--- src/rtl/i2c_wb_sequencer.sv ---
// Sequences single-register I2C writes and reads through an OpenCores-style
// I2C master core by issuing WISHBONE accesses to its register file.
module i2c_wb_sequencer #(
  parameter logic [15:0] PRESCALE   = 16'h0063,
  parameter logic [15:0] POLL_LIMIT = 16'hFFFF
) (
  input  logic       wb_clk_i,
  input  logic       wb_rst_i,
  input  logic       req_i,
  input  logic       rw_i,
  input  logic [6:0] dev_addr_i,
  input  logic [7:0] reg_addr_i,
  input  logic [7:0] wr_data_i,
  output logic       busy_o,
  output logic       done_o,
  output logic       nack_o,
  output logic       timeout_o,
  output logic [7:0] rd_data_o,
  output logic [2:0] wbm_adr_o,
  output logic [7:0] wbm_dat_o,
  output logic       wbm_we_o,
  output logic       wbm_stb_o,
  output logic       wbm_cyc_o,
  input  logic [7:0] wbm_dat_i,
  input  logic       wbm_ack_i,
  output logic [3:0] state_o
);

  // Bus handshake: an access holds cyc=stb=1 with adr/dat/we stable until the
  // edge where ack=1 is sampled, then cyc/stb stay low for one full cycle.
  typedef enum logic [3:0] {
    INIT_PL, INIT_PH, INIT_CTR, IDLE, SEQ, POLL, STOP, DONE
  } state_t;

  typedef enum logic [1:0] {OP_WR, OP_RD, OP_POLL, OP_DONE} op_t;

  state_t      state;
  logic [3:0]  step;
  logic [15:0] poll_cnt;
  logic        stopping;
  logic        rw_q;
  logic [6:0]  dev_q;
  logic [7:0]  reg_q;
  logic [7:0]  wd_q;
  logic        cyc_q, stb_q;

  op_t         op;
  logic [2:0]  op_adr;
  logic [7:0]  op_dat;
  logic        acc_req;
  logic [2:0]  acc_adr;
  logic [7:0]  acc_dat;
  logic        acc_we;
  logic        acked;
  logic        poll_chk;

  // Step decode of the transaction script; steps 0-8 are shared by both
  // directions, a read continues with the NACK+STOP byte and the RXR fetch.
  always_comb begin
    op     = OP_DONE;
    op_adr = 3'd3;
    op_dat = 8'h00;
    case (step)
      4'd0: begin op = OP_WR; op_dat = {dev_q, 1'b0}; end
      4'd1: begin op = OP_WR; op_adr = 3'd4; op_dat = 8'h90; end
      4'd2, 4'd5, 4'd8: op = OP_POLL;
      4'd3: begin op = OP_WR; op_dat = reg_q; end
      4'd4: begin op = OP_WR; op_adr = 3'd4; op_dat = 8'h10; end
      4'd6: begin op = OP_WR; op_dat = rw_q ? {dev_q, 1'b1} : wd_q; end
      4'd7: begin op = OP_WR; op_adr = 3'd4; op_dat = rw_q ? 8'h90 : 8'h50; end
      4'd9: if (rw_q) begin op = OP_WR; op_adr = 3'd4; op_dat = 8'h68; end
      4'd10: if (rw_q) op = OP_POLL;
      4'd11: if (rw_q) op = OP_RD;
      default: op = OP_DONE;
    endcase
  end

  always_comb begin
    acc_req = 1'b1;
    acc_adr = 3'd0;
    acc_dat = 8'h00;
    acc_we  = 1'b1;
    case (state)
      INIT_PL:  acc_dat = PRESCALE[7:0];
      INIT_PH:  begin acc_adr = 3'd1; acc_dat = PRESCALE[15:8]; end
      INIT_CTR: begin acc_adr = 3'd2; acc_dat = 8'h80; end
      SEQ: begin
        acc_req = (op == OP_WR) || (op == OP_RD);
        acc_adr = op_adr;
        acc_dat = (op == OP_WR) ? op_dat : 8'h00;
        acc_we  = (op == OP_WR);
      end
      POLL:     begin acc_adr = 3'd4; acc_we = 1'b0; end
      STOP:     begin acc_adr = 3'd4; acc_dat = 8'h40; end
      default:  begin acc_req = 1'b0; acc_we = 1'b0; end
    endcase
  end

  assign acked    = acc_req && stb_q && wbm_ack_i;
  // RxACK after the final NACK+STOP read byte is expected to be 1.
  assign poll_chk = !(rw_q && step == 4'd10);

  always_ff @(posedge wb_clk_i) begin
    if (wb_rst_i) begin
      state     <= INIT_PL;
      step      <= 4'd0;
      poll_cnt  <= 16'd0;
      stopping  <= 1'b0;
      rw_q      <= 1'b0;
      dev_q     <= 7'd0;
      reg_q     <= 8'd0;
      wd_q      <= 8'd0;
      cyc_q     <= 1'b0;
      stb_q     <= 1'b0;
      wbm_adr_o <= 3'd0;
      wbm_dat_o <= 8'd0;
      wbm_we_o  <= 1'b0;
      done_o    <= 1'b0;
      nack_o    <= 1'b0;
      timeout_o <= 1'b0;
      rd_data_o <= 8'd0;
    end else begin
      done_o <= 1'b0;
      if (acc_req && !stb_q) begin
        cyc_q     <= 1'b1;
        stb_q     <= 1'b1;
        wbm_adr_o <= acc_adr;
        wbm_dat_o <= acc_dat;
        wbm_we_o  <= acc_we;
      end else if (acked) begin
        cyc_q <= 1'b0;
        stb_q <= 1'b0;
      end

      case (state)
        INIT_PL:  if (acked) state <= INIT_PH;
        INIT_PH:  if (acked) state <= INIT_CTR;
        INIT_CTR: if (acked) state <= IDLE;
        IDLE: if (req_i) begin
          rw_q      <= rw_i;
          dev_q     <= dev_addr_i;
          reg_q     <= reg_addr_i;
          wd_q      <= wr_data_i;
          nack_o    <= 1'b0;
          timeout_o <= 1'b0;
          stopping  <= 1'b0;
          step      <= 4'd0;
          state     <= SEQ;
        end
        SEQ: begin
          if (op == OP_POLL) begin
            poll_cnt <= 16'd0;
            state    <= POLL;
          end else if (op == OP_DONE) begin
            state <= DONE;
          end else if (acked) begin
            if (op == OP_RD) begin
              rd_data_o <= wbm_dat_i;
              state     <= DONE;
            end else begin
              step <= step + 4'd1;
            end
          end
        end
        POLL: if (acked) begin
          poll_cnt <= poll_cnt + 16'd1;
          if (!wbm_dat_i[1]) begin
            if (stopping) begin
              state <= DONE;
            end else if (poll_chk && wbm_dat_i[7]) begin
              nack_o <= 1'b1;
              state  <= STOP;
            end else begin
              step  <= step + 4'd1;
              state <= SEQ;
            end
          end else if (poll_cnt + 16'd1 >= POLL_LIMIT) begin
            timeout_o <= 1'b1;
            state     <= DONE;
          end
        end
        STOP: if (acked) begin
          stopping <= 1'b1;
          poll_cnt <= 16'd0;
          state    <= POLL;
        end
        DONE: begin
          done_o <= 1'b1;
          state  <= IDLE;
        end
        default: state <= INIT_PL;
      endcase
    end
  end

  // Reset removes the bus request combinationally so a slave never sees a
  // strobe from a discarded transaction.
  assign wbm_cyc_o = cyc_q && !wb_rst_i;
  assign wbm_stb_o = stb_q && !wb_rst_i;
  assign busy_o    = (state != IDLE);
  assign state_o   = state;

endmodule

--- config.mk ---
export PLATFORM = sky130hd
export DESIGN_NAME = i2c_wb_sequencer
export DESIGN_NICKNAME = d
export VERILOG_FILES = /design/src/rtl/i2c_wb_sequencer.sv
export SDC_FILE = /design/constraint.sdc
export NUM_CORES = 1
export LEC_CHECK = 0
export ABC_CLOCK_PERIOD_IN_PS = 6700
export BUFFER_PORTS_ARGS = -buffer_cell sky130_fd_sc_hd__buf_2
export CAP_MARGIN = 10
export CORE_ASPECT_RATIO = 1.4
export CORE_UTILIZATION = 35
export CTS_CLUSTER_SIZE = 40
export DETAILED_ROUTE_END_ITERATION = 10
export PLACE_DENSITY = 0.58
export SYNTH_ARGS = -nofsm -noshare
export SYNTH_HDL_FRONTEND = slang
export SYNTH_SLANG_ARGS = --single-unit
--- constraint.sdc ---
create_clock -name wb_clk_i -period 6.7 [get_ports wb_clk_i]
set_clock_uncertainty 0.2 [all_clocks]
set_input_delay 0.335 -clock wb_clk_i [delete_from_list [all_inputs] [get_ports wb_clk_i]]
set_output_delay 0.335 -clock wb_clk_i [all_outputs]
set_load 0.02 [all_outputs]
==> reports/metrics.csv <==
metric,value,unit
status,"finished, final reports clean",
Iter 0 DRT Violations,120,
CP required,6700,ps
leakage,0.00167,uW
syn_nets,540,
hold endpoint,wd_q[2],
Worst VDD drop,0.0000986,V
Fill cells,1135,
first-pass GRT wire length,16700,microns
setup violators final,0,
Post-CTS Hold Buffers,0,
crit path kind,reg2reg,
global route hottest layer,met2,
"Async S/R FF share, synth",0,%
clk root buf,clkbuf_16,
Worst Max-Slew Pin Slew,1120,ps
max frequency,248,MHz
ANT nets after route,0,
die width,91.0,microns
M1 GR Usage,22.7,%
Via density,5.31,
CTS Buffer Depth,2,
GP Congestion,0.822,
Top Ports,66,
RR Startpoint,step[0],
vias in the first global route,3402,
row count,45,
Syn. warnings,0,
Non-Filler Instances,680,
cell count after synthesis,493,
Final Hold Violating Endpoints,0,
endpoint type of the worst setup path,flop,
hold path cells,3,
RSZ-0062 raised after global routing,no,
share of layout cells above drive strength 1,17.4,%
Synth top area share,37.1,%
crit path DAT,4030,ps
"area leader, netlist",dfxtp_1,
placed insts,664,
Yosys reg bits,72,
Final period util,60.2,%
worst stage delay on the critical path,560,ps
routed vias,3614,
global-route met2 utilization,30.3,%
register area share after synthesis,37.1,%
CTS H-tree depth,3,
Syn Area/Cell,7.87,sq um
register-to-register setup slack,2660,ps
CP Max Fanout,9,
Synth area leaders,"dfxtp_1 (37%), a21oi_1 (7.9%), nand2_1 (7.4%)",
multi-input logic area,2230,sq um
Final min period,4040,ps
die height,127,microns
most frequent cells in the layout,"nand2_1 (76), dfxtp_1 (72), buf_2 (64)",
TritonCTS clock tree,yes,
hold path startpoint,wr_data_i[2],
CP max-delay cell,and4_1,
Reg area,1440,sq um
Detailed Route WL,9940,microns
Port Buffers,64,
DRC errors left,0,
Total GRT Usage,18.1,%
CP Cell Sequence,inv_1 -> ha_1 -> nor3_1 -> o31ai_1 -> a21o_1 -> nand2_1 -> a221oi_1 -> ha_1 -> nor2_1 -> a31o_2 -> nor2_2 -> and4_1 -> mux2i_1 -> nor2_1,
Pins Over Slew Limit,0,
reg-to-reg endpoint,rd_data_o[3],
# diodes,0,
Setup crit start kind,flop,
met3 Track Usage GR,3.96,%
Core Area,10800,sq um
Post-synth EDFFs,0,
Layout Nets,581,
HP Class,in2reg,
"leading cell type in the layout, fill and taps excluded",nand2_1,
Layout area overhead,15.3,%
post-CTS setup buffer count,0,
dpl hpwl,6960,microns
maxcap violations,0,
Worst-Skew Late Latency,340,ps
die area,11500,sq um
relative slew slack,24.9,%
pwr dens,208,nW/um^2
PostCTS Resize Cnt,0,
"Top FF cell, synth",dfxtp_1,
CTS buffer count,9,
largest net degree at the start of global routing,69,
wire per inst,14.6,microns
Starting Density,35.9,%
R2R depth,14,
setup TNS,0,ps
post-synth cell types,66,
drt first pass iters,5,
"CTS clk-pin slew, worst paths",60,ps
overflow left after global routing,0,
antenna violations before repair,0,
TritonCTS Sinks,72,
Post-Synthesis Cell Area,3880,sq um
==> logic make-up (layout without fill, tap and decap cells) <==
| kind of cell | count (synthesis) | after routing | share of synthesized area, % |
|---|---|---|---|
| AO/OA/AOI/OAI | 139 | 139 | 23.2 |
| XOR/XNOR | 8 | 8 | 1.81 |
| flip-flops | 72 | 72 | 37.1 |
| buffers and inverters | 41 | 87 | 5.32 |
| adder cells (fa/ha/maj) | 11 | 11 | 3.55 |
| multiplexers | 9 | 9 | 2.32 |
| AND/OR/NAND/NOR | 212 | 212 | 26.6 |
| other | 1 | 1 | 0.0967 |
==> layer usage <==
metal | part of all wire [%] | vias to the layer above
met5 | 0 | -
met4 | 1.7 | 0
met3 | 3.3 | 14
met2 | 49 | 77
met1 | 46 | 1684
li1 | - | 1839
==> state kept, by name, summed over array words and instances, names as in the netlist <==
signal / cells
poll_cnt: 16
rd_data_o: 8
reg_q: 8
wbm_dat_o: 8
wd_q: 8
dev_q: 7
step: 4
state_o: 3
wbm_adr_o: 3
done_o: 1
nack_o: 1
rw_q: 1
stb_q: 1
stopping: 1
timeout_o: 1
wbm_we_o: 1
==> per-stage QoR <==
step	worst slack, ps	hold WS, ps	power [uW]	instance area (sq um)	util (%)
finish	2660	31.9	930	4480	41.4
detailed placement	2670	246	500	4200	38.9
floorplan	3330	234	480	3880	-
global route	2280	30.0	970	4480	41.4
global placement	2840	241	500	4200	38.9
CTS	2650	18.5	944	4480	41.4
==> cell type report <==
| type | count | share of cell area, % |
|---|---|---|
| tap | 141 | 3.94 |
| clock buffer | 10 | 5.12 |
| multi-input combinational | 380 | 49.9 |
| timing repair buffer | 65 | 7.32 |
| inverter | 6 | 0.503 |
| clock inverter | 6 | 1.03 |
| sequential | 72 | 32.2 |
==> worst max-delay path by stage <==
stage / slack, ps / cells past startpoint / startpoint / to
after floorplan: 3330 / 16 / step[0] / rd_data_o[0]
after global placement: 2840 / 14 / step[0] / rd_data_o[7]
after detailed placement: 2670 / 14 / step[0] / rd_data_o[3]
after CTS: 2650 / 14 / step[0] / rd_data_o[3]
after global routing: 2280 / 14 / step[0] / rd_data_o[7]
final: 2660 / 14 / step[0] / rd_data_o[3]
==> worst max-delay path, delay by kind of cell, from the launching register on <==
family,cells,cell delay (ps)
flops,1,350
simple gates,6,1060
buf+inv,1,130
compound gates,4,1270
mux,1,240
fa+ha+maj,2,650
==> power breakdown <==
| group | total, uW | internal [uW] | switching, uW | leakage (uW) |
|---|---|---|---|---|
| registers | 441 | 433 | 7.57 | 0.000582 |
| clock network | 439 | 252 | 188 | 0.000129 |
| logic | 49.9 | 19.7 | 30.2 | 0.000964 |
| total | 930 | 704 | 226 | 0.00167 |
==> cell usage after synthesis (2+ instances only) <==
master / instances
a211oi_1: 4
and4_1: 2
mux2i_1: 9
xor2_1: 3
o31ai_1: 4
nor3b_1: 3
clkbuf_1: 19
a222oi_1: 2
nor2b_1: 7
a31oi_1: 4
a21oi_1: 61
buf_2: 8
ha_1: 11
o21a_1: 4
xnor2_1: 5
a221oi_1: 5
a221o_1: 2
clkbuf_8: 3
a22oi_1: 2
nor2_1: 53
o21ai_0: 16
a311oi_1: 3
a2bb2oi_1: 4
and3_2: 2
nor3_1: 14
a41oi_1: 4
nand3_1: 16
nand2b_1: 5
a21o_1: 7
and3_1: 6
nand4b_1: 2
or3_1: 2
inv_1: 6
o22ai_1: 2
nor4_1: 3
and2_1: 7
buf_4: 3
o211ai_1: 4
a31o_2: 2
nand4_1: 2
dfxtp_1: 72
nand2_1: 76
Note: power is estimated with default switching activity, not from simulation.
